==> src/rtl/tmr_resync_controller_pkg.sv <==
// tmr_resync_controller_pkg: FSM states, vote constants and voter-decoding helpers
package tmr_resync_controller_pkg;

    typedef enum logic [2:0] {
        S_IDLE,
        S_CONFIRM,
        S_HOLD,
        S_COPY,
        S_PC_SYNC,
        S_RELEASE,
        S_FAULT
    } state_t;

    localparam logic [2:0] VOTE_OK = 3'b000;
    localparam logic [1:0] CORE_A  = 2'd0;
    localparam logic [1:0] CORE_B  = 2'd1;
    localparam logic [1:0] CORE_C  = 2'd2;

    function automatic logic is_multi(input logic [2:0] v);
        return (v & (v - 3'd1)) != 3'd0;
    endfunction

    function automatic logic is_onehot(input logic [2:0] v);
        return v != VOTE_OK && !is_multi(v);
    endfunction

    // Lowest-indexed healthy core donates state.
    function automatic logic [1:0] donor_of(input logic [2:0] v);
        return v[0] ? CORE_B : CORE_A;
    endfunction

endpackage

==> src/rtl/tmr_resync_controller_if.sv <==
// tmr_resync_controller_if: voter inputs and register-file/PC copy bus of the resync controller
interface tmr_resync_controller_if #(parameter int CNT_W = 8);

    logic [2:0]       voter_state;
    logic             lockstep_busy;
    logic             core_hold;
    logic [1:0]       src_sel;
    logic [4:0]       rf_rd_addr;
    logic [31:0]      rf_rd_data;
    logic [2:0]       rf_wr_en;
    logic [4:0]       rf_wr_addr;
    logic [31:0]      rf_wr_data;
    logic [31:0]      pc_src;
    logic [2:0]       pc_load;
    logic             resync_done;
    logic             resync_fault;
    logic [CNT_W-1:0] fault_count;

    modport master (
        input  voter_state, lockstep_busy, rf_rd_data, pc_src,
        output core_hold, src_sel, rf_rd_addr, rf_wr_en, rf_wr_addr, rf_wr_data,
               pc_load, resync_done, resync_fault, fault_count
    );

    modport slave (
        output voter_state, lockstep_busy, rf_rd_data, pc_src,
        input  core_hold, src_sel, rf_rd_addr, rf_wr_en, rf_wr_addr, rf_wr_data,
               pc_load, resync_done, resync_fault, fault_count
    );

endinterface

==> src/rtl/tmr_resync_controller_sat.sv <==
// tmr_resync_controller_sat: saturating up-counter for completed resyncs
module tmr_resync_controller_sat #(
    parameter int W = 8
) (
    input  logic         clk,
    input  logic         rst_in,
    input  logic         inc,
    output logic [W-1:0] q
);

    always_ff @(posedge clk or negedge rst_in)
        if (!rst_in)
            q <= '0;
        else if (inc && q != '1)
            q <= q + 1'b1;

endmodule

==> src/rtl/tmr_resync_controller.sv <==
// tmr_resync_controller: confirms a single-core mismatch, holds the cores and copies GPRs then PC
// from a healthy donor into the faulty core.
module tmr_resync_controller
    import tmr_resync_controller_pkg::*;
#(
    parameter int CONFIRM_CYCLES = 2,
    parameter int DRAIN_CYCLES   = 1,
    parameter int NUM_REGS       = 32,
    parameter int CNT_W          = 8
) (
    input logic                     clk,
    input logic                     rst_in,
    tmr_resync_controller_if.master bus
);

    localparam int              PW         = $clog2(NUM_REGS) + 1;
    localparam logic [7:0]      CONF_LAST  = 8'(CONFIRM_CYCLES - 1);
    localparam logic [7:0]      DRAIN_LAST = 8'(DRAIN_CYCLES - 1);
    localparam logic [PW-1:0]   PTR_END    = PW'(NUM_REGS);

    state_t        state, state_n;
    logic [7:0]    cnt, cnt_n;
    logic [2:0]    target, target_n;
    logic [1:0]    src, src_n;
    logic [PW-1:0] ptr, ptr_n;
    logic          hold, hold_n, fault, wr_valid;
    logic [4:0]    wr_addr;
    logic [31:0]   wr_data;
    logic [2:0]    v;
    logic          busy;

    assign v    = bus.voter_state;
    assign busy = bus.lockstep_busy;

    // target doubles as the confirm candidate; it is frozen once HOLD is entered.
    always_comb begin
        state_n  = state;
        cnt_n    = cnt;
        target_n = target;
        src_n    = src;
        ptr_n    = ptr;
        case (state)
            S_IDLE:
                if (!busy && is_multi(v))
                    state_n = S_FAULT;
                else if (!busy && is_onehot(v)) begin
                    state_n  = CONFIRM_CYCLES <= 1 ? S_HOLD : S_CONFIRM;
                    cnt_n    = CONFIRM_CYCLES <= 1 ? 8'd0 : 8'd1;
                    target_n = v;
                    src_n    = donor_of(v);
                end
            S_CONFIRM:
                if (busy || v == VOTE_OK)
                    state_n = S_IDLE;
                else if (is_multi(v))
                    state_n = S_FAULT;
                else if (v != target) begin
                    target_n = v;
                    src_n    = donor_of(v);
                    cnt_n    = 8'd1;
                end else if (cnt >= CONF_LAST) begin
                    state_n = S_HOLD;
                    cnt_n   = 8'd0;
                end else
                    cnt_n = cnt + 8'd1;
            S_HOLD:
                if (cnt >= DRAIN_LAST) begin
                    state_n = S_COPY;
                    ptr_n   = PW'(1);
                end else
                    cnt_n = cnt + 8'd1;
            S_COPY: begin
                ptr_n   = ptr == PTR_END ? '0 : ptr + 1'b1;
                state_n = ptr == PTR_END ? S_PC_SYNC : S_COPY;
            end
            S_PC_SYNC: state_n = S_RELEASE;
            S_RELEASE: state_n = S_IDLE;
            S_FAULT:   state_n = S_FAULT;
            default:   state_n = S_IDLE;
        endcase
        hold_n = state_n inside {S_HOLD, S_COPY, S_PC_SYNC, S_FAULT};
    end

    always_ff @(posedge clk or negedge rst_in)
        if (!rst_in) begin
            state    <= S_IDLE;
            cnt      <= '0;
            target   <= '0;
            src      <= '0;
            ptr      <= '0;
            hold     <= 1'b0;
            fault    <= 1'b0;
            wr_valid <= 1'b0;
            wr_addr  <= '0;
            wr_data  <= '0;
        end else begin
            state    <= state_n;
            cnt      <= cnt_n;
            target   <= target_n;
            src      <= src_n;
            ptr      <= ptr_n;
            hold     <= hold_n;
            fault    <= fault | (state_n == S_FAULT);
            wr_valid <= state == S_COPY && ptr != PTR_END;
            wr_addr  <= bus.rf_rd_addr;
            wr_data  <= bus.rf_rd_data;
        end

    assign bus.core_hold    = hold;
    assign bus.src_sel      = src;
    assign bus.rf_rd_addr   = 5'(ptr);
    assign bus.rf_wr_en     = wr_valid ? target : 3'b000;
    assign bus.rf_wr_addr   = wr_addr;
    assign bus.rf_wr_data   = state == S_PC_SYNC ? bus.pc_src : wr_data;
    assign bus.pc_load      = state == S_PC_SYNC ? target : 3'b000;
    assign bus.resync_done  = state == S_RELEASE;
    assign bus.resync_fault = fault;

    tmr_resync_controller_sat #(.W(CNT_W)) u_sat (
        .clk    (clk),
        .rst_in (rst_in),
        .inc    (state == S_RELEASE),
        .q      (bus.fault_count)
    );

endmodule

==> src/flat_wrapper.sv <==
// flat-port wrapper written by rule: the top's interface ports become plain ports
module tmr_resync_controller_flat import tmr_resync_controller_pkg::*;
#(
    parameter int CONFIRM_CYCLES = 2,
    parameter int DRAIN_CYCLES   = 1,
    parameter int NUM_REGS       = 32,
    parameter int CNT_W          = 8
)
  (clk, rst_in, bus_voter_state, bus_lockstep_busy, bus_rf_rd_data, bus_pc_src, bus_core_hold, bus_src_sel, bus_rf_rd_addr, bus_rf_wr_en, bus_rf_wr_addr, bus_rf_wr_data, bus_pc_load, bus_resync_done, bus_resync_fault, bus_fault_count);
  tmr_resync_controller_if #(.CNT_W(CNT_W)) bus_i ();
  input logic clk;
  input logic rst_in;
  input wire logic [$bits(bus_i.voter_state)-1:0] bus_voter_state;
  input wire logic [$bits(bus_i.lockstep_busy)-1:0] bus_lockstep_busy;
  input wire logic [$bits(bus_i.rf_rd_data)-1:0] bus_rf_rd_data;
  input wire logic [$bits(bus_i.pc_src)-1:0] bus_pc_src;
  output wire logic [$bits(bus_i.core_hold)-1:0] bus_core_hold;
  output wire logic [$bits(bus_i.src_sel)-1:0] bus_src_sel;
  output wire logic [$bits(bus_i.rf_rd_addr)-1:0] bus_rf_rd_addr;
  output wire logic [$bits(bus_i.rf_wr_en)-1:0] bus_rf_wr_en;
  output wire logic [$bits(bus_i.rf_wr_addr)-1:0] bus_rf_wr_addr;
  output wire logic [$bits(bus_i.rf_wr_data)-1:0] bus_rf_wr_data;
  output wire logic [$bits(bus_i.pc_load)-1:0] bus_pc_load;
  output wire logic [$bits(bus_i.resync_done)-1:0] bus_resync_done;
  output wire logic [$bits(bus_i.resync_fault)-1:0] bus_resync_fault;
  output wire logic [$bits(bus_i.fault_count)-1:0] bus_fault_count;
  assign bus_i.voter_state = bus_voter_state;
  assign bus_i.lockstep_busy = bus_lockstep_busy;
  assign bus_i.rf_rd_data = bus_rf_rd_data;
  assign bus_i.pc_src = bus_pc_src;
  assign bus_core_hold = bus_i.core_hold;
  assign bus_src_sel = bus_i.src_sel;
  assign bus_rf_rd_addr = bus_i.rf_rd_addr;
  assign bus_rf_wr_en = bus_i.rf_wr_en;
  assign bus_rf_wr_addr = bus_i.rf_wr_addr;
  assign bus_rf_wr_data = bus_i.rf_wr_data;
  assign bus_pc_load = bus_i.pc_load;
  assign bus_resync_done = bus_i.resync_done;
  assign bus_resync_fault = bus_i.resync_fault;
  assign bus_fault_count = bus_i.fault_count;
  tmr_resync_controller #(.CONFIRM_CYCLES(CONFIRM_CYCLES), .DRAIN_CYCLES(DRAIN_CYCLES), .NUM_REGS(NUM_REGS), .CNT_W(CNT_W)) u_core (.clk(clk), .rst_in(rst_in), .bus(bus_i));
endmodule
==> config.mk <==
export PLATFORM = sky130hd
export DESIGN_NAME = tmr_resync_controller_flat
export DESIGN_NICKNAME = d
export VERILOG_FILES = /design/src/rtl/tmr_resync_controller_pkg.sv /design/src/rtl/tmr_resync_controller_if.sv /design/src/rtl/tmr_resync_controller_sat.sv /design/src/rtl/tmr_resync_controller.sv /design/src/flat_wrapper.sv
export SDC_FILE = /design/constraint.sdc
export NUM_CORES = 1
export LEC_CHECK = 0
export ABC_AREA = 1
export CAP_MARGIN = 10
export CORE_MARGIN = 1.5
export CORE_UTILIZATION = 43
export CTS_CLUSTER_SIZE = 25
export DETAILED_ROUTE_END_ITERATION = 12
export GPL_TIMING_DRIVEN = 0
export PLACE_DENSITY = 0.89
export SLEW_MARGIN = 40
export SYNTH_ARGS = -nofsm -noshare
export SYNTH_HDL_FRONTEND = slang
export SYNTH_HIERARCHICAL = 1
export SYNTH_SLANG_ARGS = --single-unit
==> constraint.sdc <==
create_clock -name clk -period 2 [get_ports clk]
set_clock_uncertainty 0.05 [all_clocks]
set_input_delay 0.6 -clock clk [delete_from_list [all_inputs] [get_ports clk]]
set_output_delay 0.6 -clock clk [all_outputs]
set_load 0.005 [all_outputs]
==> out/results.tsv <==
metric	value	unit
drt_pre_antenna_iters	4	
final_max_slew_viol_count	0	
grt_pass1_vias	3081	
wl_per_cell	14.62	µm
p_leak	2.664	nW
vias_per_cell	4.769	
synth_top_area_frac	0.5333	
die_w	89.14	µm
io_pins	131	
cp.required	1350	ps
antenna_found_initial	0	
dieArea	7946	µm²
hold_viol_final	0	
core-area	7214	µm²
finalSetupViolations	35	
grt_pass1_wl	13750	µm
critPathMaxFanout	10	
yosys.area.top_type	dfrtp_1	
die_y	89.14	µm
seq_area_frac_synth	0.5333	
antenna_left	0	
post_dp_cell_area	4628	µm²
final_nets	632	
period_needed	2298	ps
final_common_cell	nand2_1	
cp.arrival	1650	ps
finalCritPeriodShare	1.149	
rsz0062_at_grt	yes	
mostFrequentLayoutCells	123 x nand2_1, 84 x clkdlybuf4s50_1, 59 x dfrtp_1	
gp_congestion	0.7964	
cp-start-kind	flip-flop	
finalPower	0.005399	W
cts_inserted_buffers	9	
clk_path_buf_depth	2	
status	complete, but fails checks	
ctsHtreeMaxLevel	3	
setup_ws	-297.8	ps
end_kind	primary output	
yosysUniqueCellTypes	32	
initial_core_util	0.4422	
cts_root_buffer	clkbuf_8	
critPathKind	reg2out	
final_area	5199	µm²
syn_area_per_cell	8.330	µm²
nFillCells	516	
cts_sinks	68	
antennaDiodeCount	0	
grt.total_usage	0.2330	
fmax	435.2	MHz
power_density	1039	nW/µm²
tns	-8203	ps
cts_tree	done	
area_delta_synth_final	62.94	%
synth_top_cells_by_area	dfrtp_1 53%, nand2_1 19%, inv_1 4.4%	
routed_wl	9632	µm
violations	negative setup slack	
hold_class	in2async	
ys_warn_count	6	
ys_seq_elements	68	
drive_gt1_frac	0.3161	
drt_iter0_drc	136	
drv_cap	0	
overflow	0	
rows	31	
netlist_instances	383	
dp_hpwl	6176	µm
path_clk_slew	70	ps
clkLatencyLatePin	340	ps
grt_max_degree	45	
drc_errors	0	
irDropWorstVdd	0.5195	mV
syn-cell-area	3191	µm²
synth_nets	459	
via_count	3143	
port_buffers	129	
## synth_stat cells
cell type	n
o21ai_1	3
o21ai_2	1
a21oi_2	2
nand3_4	1
inv_1	37
o21ai_0	9
a21oi_1	4
nor3b_1	1
nand2_4	3
nor2_1	30
inv_4	1
nand2_1	162
nor3_1	3
nor3_2	1
ha_1	6
nor2_2	3
nand2_2	6
clkbuf_1	3
nand4_1	1
buf_4	7
nor2_4	5
conb_1	1
o22ai_1	3
xnor2_1	3
nand3_1	9
inv_2	2
buf_6	1
nand2_8	1
dfrtp_1	68
nand3_2	1
buf_2	3
xor2_1	2
## report_power, final
group	switching [W]	internal (W)	total, W	leakage (nW)
registers	0.000181	0.00160	0.00179	0.832
clock network	0.000485	0.000508	0.000993	0.0893
logic	0.00129	0.00133	0.00262	1.74
## cell type report
| cell class | count | area, µm² | area share |
|---|---|---|---|
| clock inverters | 2 | 10.01 | 0.001925 |
| plain buffers | 11 | 125.1 | 0.02407 |
| multi-input cells | 261 | 1408 | 0.2708 |
| repair buffers | 165 | 1500 | 0.2886 |
| flip-flops and latches | 68 | 1713 | 0.3295 |
| well taps | 99 | 123.9 | 0.02383 |
| inverters | 40 | 160.2 | 0.03081 |
| clock buffers | 13 | 158.9 | 0.03057 |
## final timing paths
kind,startpoint,end,slack (ps),cells past startpoint
max in group asynchronous,rst_in,u_core/wr_data[11],1260,2
min in group clk,u_core/bus.resync_fault,u_core/bus.resync_fault,420,2
min,rst_in,u_core/ptr[1],110,1
max reg2reg,u_core/ptr[0],u_core/bus.core_hold,130,12
max,u_core/state[1],bus_rf_wr_data[22],-300,7
min reg2reg,u_core/bus.resync_fault,u_core/bus.resync_fault,420,2
## critical path: stages, from the launching register on
cell             delay, ps
dfrtp_2                430
nor2_4                 150
nand2_4                130
buf_4                  170
buf_6                  130
nand2_2                 50
nand2_1                 50
clkdlybuf4s15_2        200
## through the flow
step	hold WS [ps]	std cells	worst slack, ps	util
floorplan	254.4	383	211.9	-
global placement	401.6	611	-1884	0.6384
detailed placement	416.1	612	-590.3	0.6415
CTS	121.7	658	-261.9	0.7088
global route	122.2	659	-384.0	0.7206
finish	111.9	659	-297.8	0.7206
## state kept, by name, indices dropped and copies added, names as in the netlist, 3 cells and up
signal	flops
u_core/cnt	8
u_core/u_sat/q	8
u_core/state	3
u_core/bus.rf_wr_addr	5
u_core/wr_data	32
u_core/ptr	6
u_core/target	3
## cells by family (layout without fill, tap and decap cells)
kind of cell	after synthesis	after routing	synth area share
buffers and inverters	54	231	0.07608
adder cells (fa/ha/maj)	6	6	0.02353
AO/OA/AOI/OAI	22	22	0.03922
other	1	1	0.001175
flip-flops	68	68	0.5333
AND/OR/NAND/NOR	227	227	0.3129
XOR/XNOR	5	5	0.01373
## metal layers
layer	vias up	routed length, µm	track usage
met5	-	0	0
met4	0	179	0.1063
met3	19	787	0.06741
met2	124	5144	0.4422
met1	1497	3520	0.2328
li1	1503	-	-
## timing repair
action,in CTS,in global routing
pin swaps,9,13
setup endpoints to repair,46,44
gates cloned,3,0
resized for setup,215,42
hold buffers,0,0
setup buffers,28,7
Power figures use the tool's default switching activity.
==> variant 1: new RTL, same flow settings <==
Take the reset off `wr_data` and load it in a clocked block of its own.
--- a/src/rtl/tmr_resync_controller.sv
+++ b/src/rtl/tmr_resync_controller.sv
@@ -94,3 +94,2 @@
             wr_addr  <= '0;
-            wr_data  <= '0;
         end else begin
@@ -105,4 +104,7 @@
             wr_addr  <= bus.rf_rd_addr;
-            wr_data  <= bus.rf_rd_data;
         end
+
+    always_ff @(posedge clk) begin
+        wr_data <= bus.rf_rd_data;
+    end
 
Check against the original RTL: not equivalent (Yosys sat finds a counterexample within 4 cycles, from zero or initial values and one cycle with rst_in low).
==> variant 1 against the original RTL <==
The run still ends with setup timing left; count of clock-buffer cells in the layout down 2; worst setup slack better by 0.077 ns; clock power increased by 18%; final area decreased by 0.60%; routed wire length fell by 5.9%; sequential cell count stayed put; power grew 4.0%; hold slack worse by 0.020 ns; synthesized area shrank 5.0%; combinational power grew 3%; synthesized cell count did not move.
==> variant 1: results (changes against the original RTL) <==
* Status: complete, but fails checks
* Violated checks: setup timing
* Net Count, Synth at 459 (unchanged)
* Routed met1 length at 3120 um (-11%)
* Most frequent cells after synthesis: nand2_1, inv_1, dfrtp_1
* Iter 0 DRT Violations at 88 (-35%)
* Vias at 3,093 (-1.6%)
* Fillers at 423 (-18%)
* Post-synthesis xor/xnor area fraction at 1.45% (+0.073 points)
* Met2 Use GR at 46.7% (+2.5 points)
* Dpl cells at 609 (-0.49%)
* Largest net degree at the start of global routing at 26 (-42%)
* Post-synthesis compound-gate area fraction at 4.13% (+0.21 points)
* Placer congestion estimate at 0.852 (+7.0%)
* First-pass GRT wire length at 14,100 um (+2.4%)
* Worst-path fanout max at 5 (-5)
* Met3 routed WL at 620 um (-21%)
* All-Layer GR Usage at 24.2% (+0.86 points)
* Met2 wire length at 5100 um (-0.78%)
* M3 GR Usage at 8.82% (+2.1 points)
* Final setup fails at 35 (unchanged)
* Top area cells in the synthesized netlist: dfrtp_1, dfxtp_1, nand2_1, inv_1, nor2_1
* VDD IR-drop max at 719 uV (+38%)
* Worst EP arrival at 1.57 ns (-0.08 ns)
* Post-synthesis adder-cell area fraction at 2.48% (+0.12 points)
* Synthesized area per cell at 7.91 sq um (-5.0%)
* Crit path max-delay family: flip-flops
* Avg WL per Cell at 13.8 um (-5.9%)
* Async S/R FF share, synth at 52.9% (-47 points)
* Register area share after synthesis at 50.9% (-2.5 points)
* Hpwl dp at 5660 um (-8.4%)
* First-pass detailed-route iteration total at 6 (+2)
* Setup WS post-layout at -0.221 ns (+0.0771 ns)
* Final nets at 634 (+0.32%)
* Area after DPL at 4470 sq um (-3.4%)
* GR Layer Usage met1 at 22.7% (-0.62 points)
* LEAKAGE at 0.00258 uW (-3.2%)
* Synth unique cells at 33 (+3.1%)
* Layout cells sized above 1 at 35.9% (+4.3 points)
* Dpl ws at -0.525 ns (+0.0656 ns)
* Fin Setup TNS at -6.16 ns (+2.04 ns)
* Vias in the first global route at 3,182 (+3.3%)
==> variant 1: path summary, 6_finish.rpt <==
kind / slack, ns / depth (start not counted) / to
setup / recovery: -0.22 / 7 / bus_rf_wr_data[12]
hold / removal: 0.09 / 1 / u_core/cnt[0]
max in group asynchronous: 1.36 / 2 / u_core/state[2]
min in group clk: 0.43 / 2 / u_core/bus.resync_fault
hold reg to reg: 0.43 / 2 / u_core/bus.resync_fault
setup reg to reg: 0.17 / 12 / u_core/bus.core_hold
==> variant 1: power by group <==
| group | total (uW) | switching (uW) | leakage, uW | internal, uW |
|---|---|---|---|---|
| clock network | 1170 | 558 | 0.000107 | 610 |
| registers | 1760 | 169 | 0.000727 | 1590 |
| logic | 2690 | 1320 | 0.00174 | 1370 |
| total | 5620 | 2050 | 0.00258 | 3570 |
==> variant 1: kinds of logic (layout without fill, tap and decap cells) <==
kind of cell / Yosys count / after routing
AO/OA/AOI/OAI: 22 / 22
XOR/XNOR: 5 / 5
adder cells (fa/ha/maj): 6 / 6
buffers and inverters: 54 / 234
flip-flops: 68 / 68
other: 1 / 1
AND/OR/NAND/NOR: 227 / 227
==> variant 1: final cells by class <==
| class | instances | area, sq um | area share, % |
|---|---|---|---|
| clock inverters | 5 | 38.8 | 0.751 |
| repair buffers | 165 | 1490 | 28.8 |
| inverters | 40 | 164 | 3.17 |
| multi-input cells | 261 | 1470 | 28.5 |
| plain buffers | 13 | 154 | 2.98 |
| well taps | 96 | 120 | 2.32 |
| clock buffers | 11 | 174 | 3.37 |
| flip-flops and latches | 68 | 1550 | 30.1 |
==> variant 1: timing repair <==
item | CTS | global route
cloned | 5 | 0
setup endpoints to repair | 43 | 47
hold buffers | 0 | 0
gates resized for setup | 235 | 43
setup buffers | 26 | 5
pin swaps | 20 | 15
==> variant 2: new RTL, same settings <==
Made on the original files. `CNT_W` is set to 8 in 3 places; all go to 10.
--- a/src/rtl/tmr_resync_controller_if.sv
+++ b/src/rtl/tmr_resync_controller_if.sv
@@ -1,3 +1,3 @@
 // tmr_resync_controller_if: voter inputs and register-file/PC copy bus of the resync controller
-interface tmr_resync_controller_if #(parameter int CNT_W = 8);
+interface tmr_resync_controller_if #(parameter int CNT_W = 10);
 
--- a/src/rtl/tmr_resync_controller.sv
+++ b/src/rtl/tmr_resync_controller.sv
@@ -8,3 +8,3 @@
     parameter int NUM_REGS       = 32,
-    parameter int CNT_W          = 8
+    parameter int CNT_W          = 10
 ) (
--- a/src/flat_wrapper.sv
+++ b/src/flat_wrapper.sv
@@ -6,3 +6,3 @@
     parameter int NUM_REGS       = 32,
-    parameter int CNT_W          = 8
+    parameter int CNT_W          = 10
 )
Interface: changed (resized bus_fault_count); port bits go from 131 to 133. The function was not compared with the original's and may differ.
==> variant 2 against the original RTL <==
The run still ends with setup timing left; register-to-register slack improved by 0.06 ns; routed wire length is 6.6% higher; hold slack got worse by 0.053 ns; power rose by 5.4%; via count up 2.3%; highest routed layer unchanged; synthesized area rose by 3.0%; sequential cell count grew 2; worst setup slack gained 0.0066 ns; die area increased by 2.9%; final area rose by 5.8%.
==> variant 2: results (changes against the original RTL) <==
* Synth unique cells at 31 (-3.1%)
* H-tree depth at 3 (unchanged)
* Top area cells in the synthesized netlist: dfrtp_1, nand2_1, inv_1, nor2_1, ha_1
* Synthesized area per cell at 8.41 sq um (+0.91%)
* Status: complete, but fails checks
* Fillers at 454 (-12%)
* LEAKAGE at 0.00272 uW (+2.2%)
* Placer congestion estimate at 0.864 (+8.5%)
* Crit path max-delay family: buffers and inverters
* WHS at 0.0594 ns (-0.0525 ns)
* Post-Layout Cell Count at 675 (+2.4%)
* Largest registers: u_core/wr_data (32), u_core/u_sat/q (10), u_core/cnt (8)
* Slowest CP cell: dfrtp_2
* First-pass GRT wire length at 15,600 um (+13%)
* Largest net degree at the start of global routing at 46 (+2.2%)
* PortBufs at 131 (+1.6%)
* Area after DPL at 4740 sq um (+2.5%)
* Register area share after synthesis at 53.3% (about the same)
* All-Layer GR Usage at 24.3% (+1.0 points)
* Worst skew pair latency at 0.35 ns
* Violated checks: setup timing
* Dpl ws at -0.559 ns (+0.0312 ns)
* CP endpoint: bus_rf_wr_data[18]
* Reg2Reg Setup Slack at 0.19 ns (+0.06 ns)
* Worst EP arrival at 1.64 ns
* CP peak stage delay at 0.44 ns
* Layout cells sized above 1 at 36.5% (+4.9 points)
* Iter 0 DRT Violations at 151 (+11%)
* Worst-path fanout max at 5 (-5)
* Final setup fails at 36 (+2.9%)
* Most frequent cells after synthesis: nand2_1, dfrtp_1, inv_1
* Post-cts sizing count at 226 (+5.1%)
* Post-synthesis compound-gate area fraction at 3.88% (-0.039 points)
* Final nets at 647 (+2.4%)
* Vias in the first global route at 3,247 (+5.4%)
* Worst r2r dst: u_core/bus.core_hold
* Setup WS post-layout at -0.291 ns (+0.00665 ns)
* Clock buffer depth at 2 (unchanged)
* Antenna violations before repair at 0 (unchanged)
* Fin Setup TNS at -8.26 ns (-0.0584 ns)
* Routed vias/inst at 4.76 (-0.13%)
* First-pass detailed-route iteration total at 6 (+2)
* Dpl cells at 622 (+1.6%)
* Fin crit share at 115% (-0.33 points)
* Hold Crit Class: in -> async
* VDD IR-drop max at 627 uV (+21%)
* Post-CTS Setup Repair Bufs at 26 (-7.1%)
* TritonCTS Buffers at 9 (unchanged)
* Hpwl dp at 6290 um (+1.8%)
* Post-Route WL at 10,300 um (+6.6%)
* Post-synthesis adder-cell area fraction at 2.28% (-0.069 points)
* Worst r2r src: u_core/ptr[0]
* Net Count, Synth at 467 (+1.7%)
* Post-synthesis xor/xnor area fraction at 2.63% (+1.3 points)
[variant 2: cell type report]
cell class	instances	area [sq um]	area share, %
clock inverter	6	45.0	0.819
clock buffer	10	138	2.50
tap	99	124	2.25
timing repair buffer	170	1550	28.2
inverter	42	169	3.07
multi-input combinational	265	1560	28.3
sequential	70	1760	32.0
buffer	13	159	2.89
[variant 2: power breakdown]
| group | switching (uW) | total, uW | internal [uW] | leakage (uW) |
|---|---|---|---|---|
| logic | 1390 | 2830 | 1430 | 0.00178 |
| clock network | 558 | 1040 | 487 | 0.0000849 |
| registers | 174 | 1820 | 1640 | 0.000862 |
[variant 2: metal layers]
metal / up-vias / share of wire [%] / global-route usage [%] / routed length (um)
li1: 1537 / - / - / -
met1: 1534 / 38 / 28.2 / 3950
met2: 112 / 52 / 43.6 / 5310
met3: 32 / 5.8 / 4.46 / 591
met4: 0 / 4.1 / 10.7 / 418
met5: - / 0 / 0 / 0
